`config.mk`:
```
export PLATFORM = sky130hd
export DESIGN_NAME = vga_timing_ctrl_flat
export DESIGN_NICKNAME = d
export VERILOG_FILES = /design/src/rtl/vga_pkg.sv /design/src/rtl/vga_if.sv /design/src/rtl/vga_delay_line.sv /design/src/rtl/vga_timing_ctrl.sv /design/src/flat_wrapper.sv
export SDC_FILE = /design/constraint.sdc
export NUM_CORES = 1
export LEC_CHECK = 0
export ABC_AREA = 0
export BUFFER_PORTS_ARGS = -buffer_cell sky130_fd_sc_hd__buf_2
export CAP_MARGIN = 20
export CORE_UTILIZATION = 35
export DETAILED_ROUTE_END_ITERATION = 16
export PLACE_DENSITY = 0.56
export SYNTH_ARGS = -nofsm -noshare
export SYNTH_HDL_FRONTEND = slang
export SYNTH_SLANG_ARGS = --single-unit
```
`constraint.sdc`:
```
create_clock -name i_clk -period 2.15 [get_ports i_clk]
set_clock_uncertainty 0.05 [all_clocks]
set_input_delay 0.5375 -clock i_clk [delete_from_list [all_inputs] [get_ports i_clk]]
set_output_delay 0.5375 -clock i_clk [all_outputs]
set_load 0.05 [all_outputs]
```
`src/rtl/vga_pkg.sv`:
```
// rtl/vga_pkg.sv - default 640x480@60 timing constants and the control bits carried beside the pixel
package vga_pkg;

  localparam int DEF_H_ACTIVE = 640;
  localparam int DEF_H_FP     = 16;
  localparam int DEF_H_SYNC   = 96;
  localparam int DEF_H_BP     = 48;
  localparam int DEF_V_ACTIVE = 480;
  localparam int DEF_V_FP     = 10;
  localparam int DEF_V_SYNC   = 2;
  localparam int DEF_V_BP     = 33;
  localparam int DEF_DATA_LAT = 1;
  localparam bit DEF_SYNC_POL = 1'b0;

  function automatic int vga_total(input int active, input int fp, input int sync, input int bp);
    return active + fp + sync + bp;
  endfunction

  localparam int H_TOTAL      = vga_total(DEF_H_ACTIVE, DEF_H_FP, DEF_H_SYNC, DEF_H_BP);
  localparam int V_TOTAL      = vga_total(DEF_V_ACTIVE, DEF_V_FP, DEF_V_SYNC, DEF_V_BP);
  localparam int H_SYNC_START = DEF_H_ACTIVE + DEF_H_FP;
  localparam int H_SYNC_END   = H_SYNC_START + DEF_H_SYNC;
  localparam int V_SYNC_START = DEF_V_ACTIVE + DEF_V_FP;
  localparam int V_SYNC_END   = V_SYNC_START + DEF_V_SYNC;

  typedef struct packed {
    logic act;
    logic hs;
    logic vs;
    logic sof;
  } vga_ctl_t;

endpackage

```
`src/rtl/vga_if.sv`:
```
// rtl/vga_if.sv - renderer address/data loop plus the DAC-side colour, sync and blank pins
interface vga_if;
  import vga_pkg::*;

  logic [9:0]  h_addr;
  logic [9:0]  v_addr;
  logic [23:0] vga_data;
  logic [7:0]  vga_r;
  logic [7:0]  vga_g;
  logic [7:0]  vga_b;
  logic        hsync;
  logic        vsync;
  logic        valid;
  logic        frame_start;

  modport master (
    output h_addr, v_addr, vga_r, vga_g, vga_b, hsync, vsync, valid, frame_start,
    input  vga_data
  );

  modport slave (
    input  h_addr, v_addr, vga_r, vga_g, vga_b, hsync, vsync, valid, frame_start,
    output vga_data
  );

endinterface

```
`src/rtl/vga_delay_line.sv`:
```
// rtl/vga_delay_line.sv - fixed-depth register pipe with synchronous clear
module vga_delay_line #(
  parameter int WIDTH = 4,
  parameter int DEPTH = 2
) (
  input  logic             i_clk,
  input  logic             i_rst,
  input  logic [WIDTH-1:0] i_data,
  output logic [WIDTH-1:0] o_data
);

  logic [WIDTH-1:0] r_stage [DEPTH];

  always_ff @(posedge i_clk) begin
    if (i_rst) begin
      for (int i = 0; i < DEPTH; i++) begin
        r_stage[i] <= '0;
      end
    end else begin
      r_stage[0] <= i_data;
      for (int i = 1; i < DEPTH; i++) begin
        r_stage[i] <= r_stage[i-1];
      end
    end
  end

  assign o_data = r_stage[DEPTH-1];

endmodule

```
`src/rtl/vga_timing_ctrl.sv`:
```
// rtl/vga_timing_ctrl.sv - raster counters, renderer addressing and latency-matched DAC output stage
module vga_timing_ctrl
  import vga_pkg::*;
#(
  parameter int H_ACTIVE = DEF_H_ACTIVE,
  parameter int H_FP     = DEF_H_FP,
  parameter int H_SYNC   = DEF_H_SYNC,
  parameter int H_BP     = DEF_H_BP,
  parameter int V_ACTIVE = DEF_V_ACTIVE,
  parameter int V_FP     = DEF_V_FP,
  parameter int V_SYNC   = DEF_V_SYNC,
  parameter int V_BP     = DEF_V_BP,
  parameter int DATA_LAT = DEF_DATA_LAT,
  parameter bit SYNC_POL = DEF_SYNC_POL
) (
  input logic   i_clk,
  input logic   i_rst,
  vga_if.master io_vga
);

  localparam int HT   = vga_total(H_ACTIVE, H_FP, H_SYNC, H_BP);
  localparam int VT   = vga_total(V_ACTIVE, V_FP, V_SYNC, V_BP);
  localparam int H_CW = $clog2(HT + 1);
  localparam int V_CW = $clog2(VT + 1);

  localparam logic [H_CW-1:0] H_LAST  = H_CW'(HT - 1);
  localparam logic [H_CW-1:0] H_ACT_E = H_CW'(H_ACTIVE);
  localparam logic [H_CW-1:0] H_SS    = H_CW'(H_ACTIVE + H_FP);
  localparam logic [H_CW-1:0] H_SE    = H_CW'(H_ACTIVE + H_FP + H_SYNC);
  localparam logic [V_CW-1:0] V_LAST  = V_CW'(VT - 1);
  localparam logic [V_CW-1:0] V_ACT_E = V_CW'(V_ACTIVE);
  localparam logic [V_CW-1:0] V_SS    = V_CW'(V_ACTIVE + V_FP);
  localparam logic [V_CW-1:0] V_SE    = V_CW'(V_ACTIVE + V_FP + V_SYNC);

  logic [H_CW-1:0] r_h_cnt;
  logic [V_CW-1:0] r_v_cnt;
  logic [23:0]     r_rgb;

  logic     w_h_vis;
  logic     w_v_vis;
  vga_ctl_t w_ctl_raw;
  vga_ctl_t w_ctl_dly;

  always_ff @(posedge i_clk) begin
    if (i_rst) begin
      r_h_cnt <= '0;
      r_v_cnt <= '0;
    end else if (r_h_cnt == H_LAST) begin
      r_h_cnt <= '0;
      r_v_cnt <= (r_v_cnt == V_LAST) ? '0 : r_v_cnt + 1'b1;
    end else begin
      r_h_cnt <= r_h_cnt + 1'b1;
    end
  end

  assign w_h_vis = (r_h_cnt < H_ACT_E);
  assign w_v_vis = (r_v_cnt < V_ACT_E);

  assign io_vga.h_addr = w_h_vis ? 10'(r_h_cnt) : 10'd0;
  assign io_vga.v_addr = w_v_vis ? 10'(r_v_cnt) : 10'd0;

  assign w_ctl_raw.act = w_h_vis & w_v_vis;
  assign w_ctl_raw.hs  = (r_h_cnt >= H_SS) && (r_h_cnt < H_SE);
  assign w_ctl_raw.vs  = (r_v_cnt >= V_SS) && (r_v_cnt < V_SE);
  assign w_ctl_raw.sof = (r_h_cnt == '0) && (r_v_cnt == '0);

  // One stage per renderer clock plus one for the colour register, so sync meets its pixel.
  vga_delay_line #(
    .WIDTH ($bits(vga_ctl_t)),
    .DEPTH (DATA_LAT + 1)
  ) u_ctl_dly (
    .i_clk  (i_clk),
    .i_rst  (i_rst),
    .i_data (w_ctl_raw),
    .o_data (w_ctl_dly)
  );

  always_ff @(posedge i_clk) begin
    if (i_rst) begin
      r_rgb <= '0;
    end else begin
      r_rgb <= io_vga.vga_data;
    end
  end

  assign io_vga.vga_r       = w_ctl_dly.act ? r_rgb[23:16] : 8'h00;
  assign io_vga.vga_g       = w_ctl_dly.act ? r_rgb[15:8]  : 8'h00;
  assign io_vga.vga_b       = w_ctl_dly.act ? r_rgb[7:0]   : 8'h00;
  assign io_vga.valid       = w_ctl_dly.act;
  assign io_vga.hsync       = w_ctl_dly.hs ~^ SYNC_POL;
  assign io_vga.vsync       = w_ctl_dly.vs ~^ SYNC_POL;
  assign io_vga.frame_start = w_ctl_dly.sof;

endmodule

```
`src/flat_wrapper.sv`:
```
// flat-port wrapper written by rule: the top's interface ports become plain ports
module vga_timing_ctrl_flat import vga_pkg::*;
#(
  parameter int H_ACTIVE = DEF_H_ACTIVE,
  parameter int H_FP     = DEF_H_FP,
  parameter int H_SYNC   = DEF_H_SYNC,
  parameter int H_BP     = DEF_H_BP,
  parameter int V_ACTIVE = DEF_V_ACTIVE,
  parameter int V_FP     = DEF_V_FP,
  parameter int V_SYNC   = DEF_V_SYNC,
  parameter int V_BP     = DEF_V_BP,
  parameter int DATA_LAT = DEF_DATA_LAT,
  parameter bit SYNC_POL = DEF_SYNC_POL
)
  (i_clk, i_rst, io_vga_h_addr, io_vga_v_addr, io_vga_vga_r, io_vga_vga_g, io_vga_vga_b, io_vga_hsync, io_vga_vsync, io_vga_valid, io_vga_frame_start, io_vga_vga_data);
  vga_if io_vga_i ();
  input logic i_clk;
  input logic i_rst;
  output wire logic [$bits(io_vga_i.h_addr)-1:0] io_vga_h_addr;
  output wire logic [$bits(io_vga_i.v_addr)-1:0] io_vga_v_addr;
  output wire logic [$bits(io_vga_i.vga_r)-1:0] io_vga_vga_r;
  output wire logic [$bits(io_vga_i.vga_g)-1:0] io_vga_vga_g;
  output wire logic [$bits(io_vga_i.vga_b)-1:0] io_vga_vga_b;
  output wire logic [$bits(io_vga_i.hsync)-1:0] io_vga_hsync;
  output wire logic [$bits(io_vga_i.vsync)-1:0] io_vga_vsync;
  output wire logic [$bits(io_vga_i.valid)-1:0] io_vga_valid;
  output wire logic [$bits(io_vga_i.frame_start)-1:0] io_vga_frame_start;
  input wire logic [$bits(io_vga_i.vga_data)-1:0] io_vga_vga_data;
  assign io_vga_h_addr = io_vga_i.h_addr;
  assign io_vga_v_addr = io_vga_i.v_addr;
  assign io_vga_vga_r = io_vga_i.vga_r;
  assign io_vga_vga_g = io_vga_i.vga_g;
  assign io_vga_vga_b = io_vga_i.vga_b;
  assign io_vga_hsync = io_vga_i.hsync;
  assign io_vga_vsync = io_vga_i.vsync;
  assign io_vga_valid = io_vga_i.valid;
  assign io_vga_frame_start = io_vga_i.frame_start;
  assign io_vga_i.vga_data = io_vga_vga_data;
  vga_timing_ctrl #(.H_ACTIVE(H_ACTIVE), .H_FP(H_FP), .H_SYNC(H_SYNC), .H_BP(H_BP), .V_ACTIVE(V_ACTIVE), .V_FP(V_FP), .V_SYNC(V_SYNC), .V_BP(V_BP), .DATA_LAT(DATA_LAT), .SYNC_POL(SYNC_POL)) u_core (.i_clk(i_clk), .i_rst(i_rst), .io_vga(io_vga_i));
endmodule
```
==> results of run 1 <==
worst reg2reg max path: stages (launching register included):
cell	delay [ps]
dfxtp_1	410
ha_1	230
nand3_1	190
or3_4	430
or4_1	480
a21oi_1	140
registers in the layout, indices dropped and copies added (netlist names):
register,cells
u_core.u_ctl_dly.r_stage,8
u_core.r_rgb,24
u_core.r_v_cnt,10
u_core.r_h_cnt,10
metrics by stage:
step | power (mW) | hold WS (ps)
global placement | 1.23 | 378
floorplan | 1.17 | 364
finish | 1.80 | 370
detailed placement | 1.23 | 374
global route | 1.88 | 362
CTS | 1.83 | 359
final cells by class:
cell class                      count  area (um^2)
Clock buffer                        5         68.8
Clock inverter                      3         26.3
Fill cell                         587         3130
Inverter                            8         30.0
Multi-Input combinational cell    168         1100
Sequential cell                    52         1050
Tap cell                           75         93.8
Timing Repair Buffer               86          526
cells in the final DEF, fill, tap and decap left out, drive strengths merged, types with 3 or more instances in the layout:
| cell type | count |
|---|---|
| nor4 | 7 |
| dfxtp | 52 |
| nor2b | 31 |
| xor2 | 7 |
| nand3 | 13 |
| buf | 86 |
| and2 | 40 |
| or4 | 3 |
| and3 | 4 |
| or3 | 3 |
| xnor2 | 5 |
| inv | 9 |
| nor2 | 18 |
| clkbuf | 5 |
| a21oi | 4 |
| ha | 4 |
| nand2 | 6 |
logic make-up (layout without fill, tap and decap cells):
| kind of cell | Yosys count | in the layout | synth area share |
|---|---|---|---|
| AOI/OAI and AO/OA | 10 | 10 | 0.0280 |
| xor gates and xnor gates | 12 | 12 | 0.0471 |
| adders and majority gates | 4 | 4 | 0.0224 |
| buffers and inverters | 24 | 102 | 0.0476 |
| DFF | 52 | 52 | 0.466 |
| muxes | 2 | 2 | 0.00897 |
| other | 1 | 1 | 0.00168 |
| and+or+nand+nor | 139 | 139 | 0.378 |
timing repair:
action,4_1_cts,5_1_grt
setup buffers,0,2
gates resized for setup,21,7
pin swaps,0,1
hold buffers,0,0
gates cloned,0,0
endpoints found under the setup margin,9,15
endpoints found under the hold margin,0,0
power groups by stage:
stage                     sequential, mW  clock [mW]  combinational, mW
after CTS                           1.01       0.615              0.199
final                               1.01       0.591              0.197
after global placement              1.04           0              0.197
after detailed placement            1.04           0              0.196
after floorplan                     1.04           0              0.136
after global routing                1.02       0.643              0.214
worst paths after layout:
kind / startpoint / endpoint / slack [ps] / cells past startpoint
min: io_vga_vga_data[1] / u_core.r_rgb[1] / 370 / 2
min reg2reg: u_core.u_ctl_dly.r_stage[0][2] / u_core.u_ctl_dly.r_stage[0][6] / 400 / 1
max reg2reg: u_core.r_h_cnt[0] / u_core.r_v_cnt[8] / 160 / 5
max: u_core.r_v_cnt[7] / io_vga_v_addr[1] / 80 / 5
per-layer routing:
metal	GRT usage	vias to the layer above	share of wire
li1	-	944	-
met1	0.176	811	0.47
met2	0.238	78	0.43
met3	0.0522	2	0.093
met4	0.0421	0	0.0052
met5	0	-	0
==> impl_results.md, run 1 <==
- Comb pwr share: 0.109
- Startpoint Class: register
- Yosys cell types: 40
- DP Wirelength: 3330 um
- Post-Place Worst Slack: 191 ps
- RSZ-0062 raised after global routing: no
- Drt via density: 4.62
- Power share of the clock group: 0.328
- Register area share after synthesis: 0.466
- Ant. Diodes: 0
- Final Hold Viols: 0
- Gr usage total: 0.145
- CP endpoint kind: primary output
- H-tree levels: 2
- Slowest stage delay, CP: 370 ps
- Main synth FF type: dfxtp_1
- Worst Path Required: 1560 ps
- Initial Utilization: 0.370
- Clock sink count: 52
- FF+latch count, synth: 52
- Pin count of the biggest net entering global routing: 26
- DIE HEIGHT: 81.9 um
- Post-synth EDFFs: 0
- Vias in the first global route: 1602
- Top cell by count, worst path: buf_6
- Top area cells in the synthesized netlist: dfxtp_1 (47%), and2_1 (11%), nor2b_1 (8.7%)
- Pleak: 1.35 nW
- Psw: 497 uW
- Max-Cap Viols: 0
- Post-route ant nets: 0
- Setup violators final: 0
- Initial antenna violation count: 0
- Outcome: complete, no violations
- Tmin final: 2070 ps
- Clock latency on the worst-skew pair: 310 ps
- Hold WC Path Type: in -> reg
- Pwr dens: 622 nW/um^2
- Synth async-reset ratio: 0
- Final non-filler cell area: 2890 um^2
- WL per Instance: 12.0 um
- Core footprint: 6030 um^2
- Non-Filler Instances: 397
- Synth top area share: 0.466
- Setup Crit Path Kind: reg -> out
- Sw Ratio: 0.276
- Num CTS Buffers: 5
- P&R area growth vs syn: 29.5%
- Worst-path clk slew: 110 ps
- Placed inst area: 2710 um^2
- Layout cells sized above 1: 0.326
- Synth Warn #: 0
- Final TNS setup: 0 ps
- First-pass GRT wire length: 7370 um
- Via Count: 1835
- Max rail drop VDD: 320 uV
- Most common cell in the netlist: dfxtp_1
- DR iter-0 viols: 28
- Row count: 28
- Synthesized area: 2230 um^2
- Slowest cell on the critical path: dfxtp_4
- Syn_nets: 274
- Num ports: 74
- Placed Cells: 387
- Max Root-Sink Buffers: 2
- Layout Utilization: 0.480
- DRC Markers: 0
- Final WL: 4770 um
- PortBufs: 72
- Yosys top cell by area: dfxtp_1
- CP arrival: 1480 ps
- Top cells by instance count after synthesis: dfxtp_1 (52), and2_1 (40), nor2b_1 (31)
- Grt total ovfl: 0
- Worst Path Buf+Inv: 2
- Ratio of final minimum period to clock period: 0.963
- Delay-heaviest family, CP: flip-flops
- Slew Viols, Final: 0
- Syn_area_per_cell: 9.15 um^2
- Fin worst setup slack: 79.3 ps
- Placer Congestion: 0.813
- Clock root buffer: clkbuf_8
- DRT Pass-1 Iters: 4
- Nets: 351
- Reg power frac: 0.563
- Max FO, Critical Path: 6
- Post-synthesis cell count: 244
- Chip width: 81.9 um
- Fmax: 0.483 GHz
- CP cell instances: and3_4 -> a21oi_2 -> buf_6 -> and2_1 -> buf_6
- CTS tree: built
- Die area: 6700 um^2
- Pint: 1.30 mW
Note: power is estimated with default switching activity, not from simulation.
==> run 2: changes to the inputs <==
--- a/config.mk
+++ b/config.mk
@@ -8,9 +8,11 @@
 export ABC_AREA = 0
 export BUFFER_PORTS_ARGS = -buffer_cell sky130_fd_sc_hd__buf_2
 export CAP_MARGIN = 20
+export CORE_MARGIN = 4
 export CORE_UTILIZATION = 35
 export DETAILED_ROUTE_END_ITERATION = 16
-export PLACE_DENSITY = 0.56
+export MAX_ROUTING_LAYER = met4
+export PLACE_DENSITY = 0.69
 export SYNTH_ARGS = -nofsm -noshare
 export SYNTH_HDL_FRONTEND = slang
 export SYNTH_SLANG_ARGS = --single-unit
==> impl_results.md, run 2 (same netlist as run 1, synthesis figures left out) <==
- Outcome: complete, no violations
- Hold WC Path Type: in -> reg
- Pleak: 1.33 nW
- Initial antenna violation count: 0
- Clock latency on the worst-skew pair: 300 ps
- Largest register FFs: 24
- PortBufs: 72
- CP endpoint kind: primary output
- Num ports: 74
- Gr usage total: 0.126
- Setup Crit Path Kind: reg -> out
- DIE HEIGHT: 87.9 um
- DR iter-0 viols: 72
- Psw: 467 uW
- Max Root-Sink Buffers: 2
- WL per Instance: 12.1 um
- Slew Viols, Final: 0
- Filler instances: 582
- Ratio of final minimum period to clock period: 0.966
- Row count: 28
- Met2 Use GR: 0.205
- Fmax: 0.481 GHz
- DRC Markers: 0
- DRT Pass-1 Iters: 4
- Num CTS Buffers: 5
- RSZ-0062 raised after global routing: no
- Final non-filler cell area: 2860 um^2
- CP cell instances: and3_4 -> a21oi_2 -> buf_4 -> and2_1 -> buf_6
- Die area: 7720 um^2
- DP Wirelength: 3500 um
- H-tree levels: 2
- Pwr dens: 659 nW/um^2
- Slowest cell on the critical path: dfxtp_2
- Reg with most FFs: u_core.r_rgb
- Layout Utilization: 0.472
- Worst Path Required: 1560 ps
- M1 GR Usage: 0.153
- Final Hold Viols: 0
- Post-route ant nets: 0
- Tmin final: 2080 ps
- Slowest stage delay, CP: 360 ps
- Pin count of the biggest net entering global routing: 26
- Pint: 1.42 mW
- Drt via density: 4.56
- Setup violators final: 0
- Worst-path clk slew: 90 ps
- First-pass GRT wire length: 7670 um
- Max-Cap Viols: 0
- Most common cell after layout, fill and taps aside: buf_2
- Chip width: 87.9 um
- Global routing's busiest layer: met2
- Comb pwr share: 0.104
- Layout cells sized above 1: 0.327
- CP arrival: 1490 ps
- Grt total ovfl: 0
- Final WL: 4750 um
- Hold Buf Count CTS: 0
- Clock sink count: 52
- CTS tree: built
- Regs by FF count: u_core.r_rgb (24), u_core.r_h_cnt (10), u_core.r_v_cnt (10)
- Max rail drop VDD: 304 uV
- Startpoint Class: register
- M3 GR Usage: 0.0357
- Clock root buffer: clkbuf_8
- Ant. Diodes: 0
- Most frequent cells in the layout: buf_2 (62), dfxtp_1 (45), and2_1 (40)
- Via Count: 1793
- Reg power frac: 0.539
- Vias in the first global route: 1669
- Nets: 347
- Final TNS setup: 0 ps
- Initial Utilization: 0.368
- Core footprint: 6060 um^2
- Placed inst area: 2670 um^2
- Placer Congestion: 0.842
- Power share of the clock group: 0.356
- P&R area growth vs syn: 28.1%
- Max FO, Critical Path: 6
- Sw Ratio: 0.248
==> run 2: layer usage <==
metal / part of all wire / up-vias
li1: - / 937
met1: 0.46 / 782
met2: 0.43 / 68
met3: 0.10 / 6
met4: 0.0097 / 0
met5: 0 / -
==> run 2: final cells by class <==
cell class              instances  area (um^2)  share of cell area
flip-flops and latches         52         1050               0.367
well taps                      75         93.8              0.0328
multi-input cells             168         1100               0.384
repair buffers                 82          472               0.165
clock inverters                 3         46.3              0.0162
clock buffers                   5         68.8              0.0241
inverters                       8         30.0              0.0105
==> run 2: power by group through the flow <==
| stage | combinational, mW | sequential [mW] | clock (mW) |
|---|---|---|---|
| detailed placement | 0.194 | 1.04 | 0 |
| global route | 0.214 | 1.02 | 0.736 |
| CTS | 0.197 | 1.02 | 0.699 |
| floorplan | 0.136 | 1.04 | 0 |
| finish | 0.196 | 1.02 | 0.672 |
| global placement | 0.194 | 1.04 | 0 |
==> run 2: stage by stage <==
stage                     hold WS [ps]  worst slack [ps]  power (mW)  instances
after floorplan                    364               203        1.17        244
after global placement             373               270        1.23        382
after detailed placement           379               265        1.23        382
after CTS                          377              16.4        1.91        390
after global routing               371              3.14        1.97        393
final                              387              73.1        1.89        393
==> run 2: path summary, 6_finish.rpt <==
check,start,end,slack [ps],cells past startpoint
hold / removal,io_vga_vga_data[4],u_core.r_rgb[4],390,2
setup reg to reg,u_core.r_h_cnt[0],u_core.r_v_cnt[8],250,5
setup / recovery,u_core.r_v_cnt[7],io_vga_v_addr[0],70,5
hold reg to reg,u_core.u_ctl_dly.r_stage[0][2],u_core.u_ctl_dly.r_stage[0][6],390,1
==> run 2: timing repair <==
item / in CTS / in global routing
pin swaps: 0 / 1
gates resized for setup: 14 / 11
endpoints found under the setup margin: 15 / 39
gates cloned: 0 / 1
setup buffers: 0 / 2
==> run 2: critical path: cells and delay by family (launching register included) <==
family | cells | cell delay (ps)
DFF | 1 | 360
and+or+nand+nor | 2 | 350
buffers and inverters | 2 | 330
AOI/OAI and AO/OA | 1 | 160
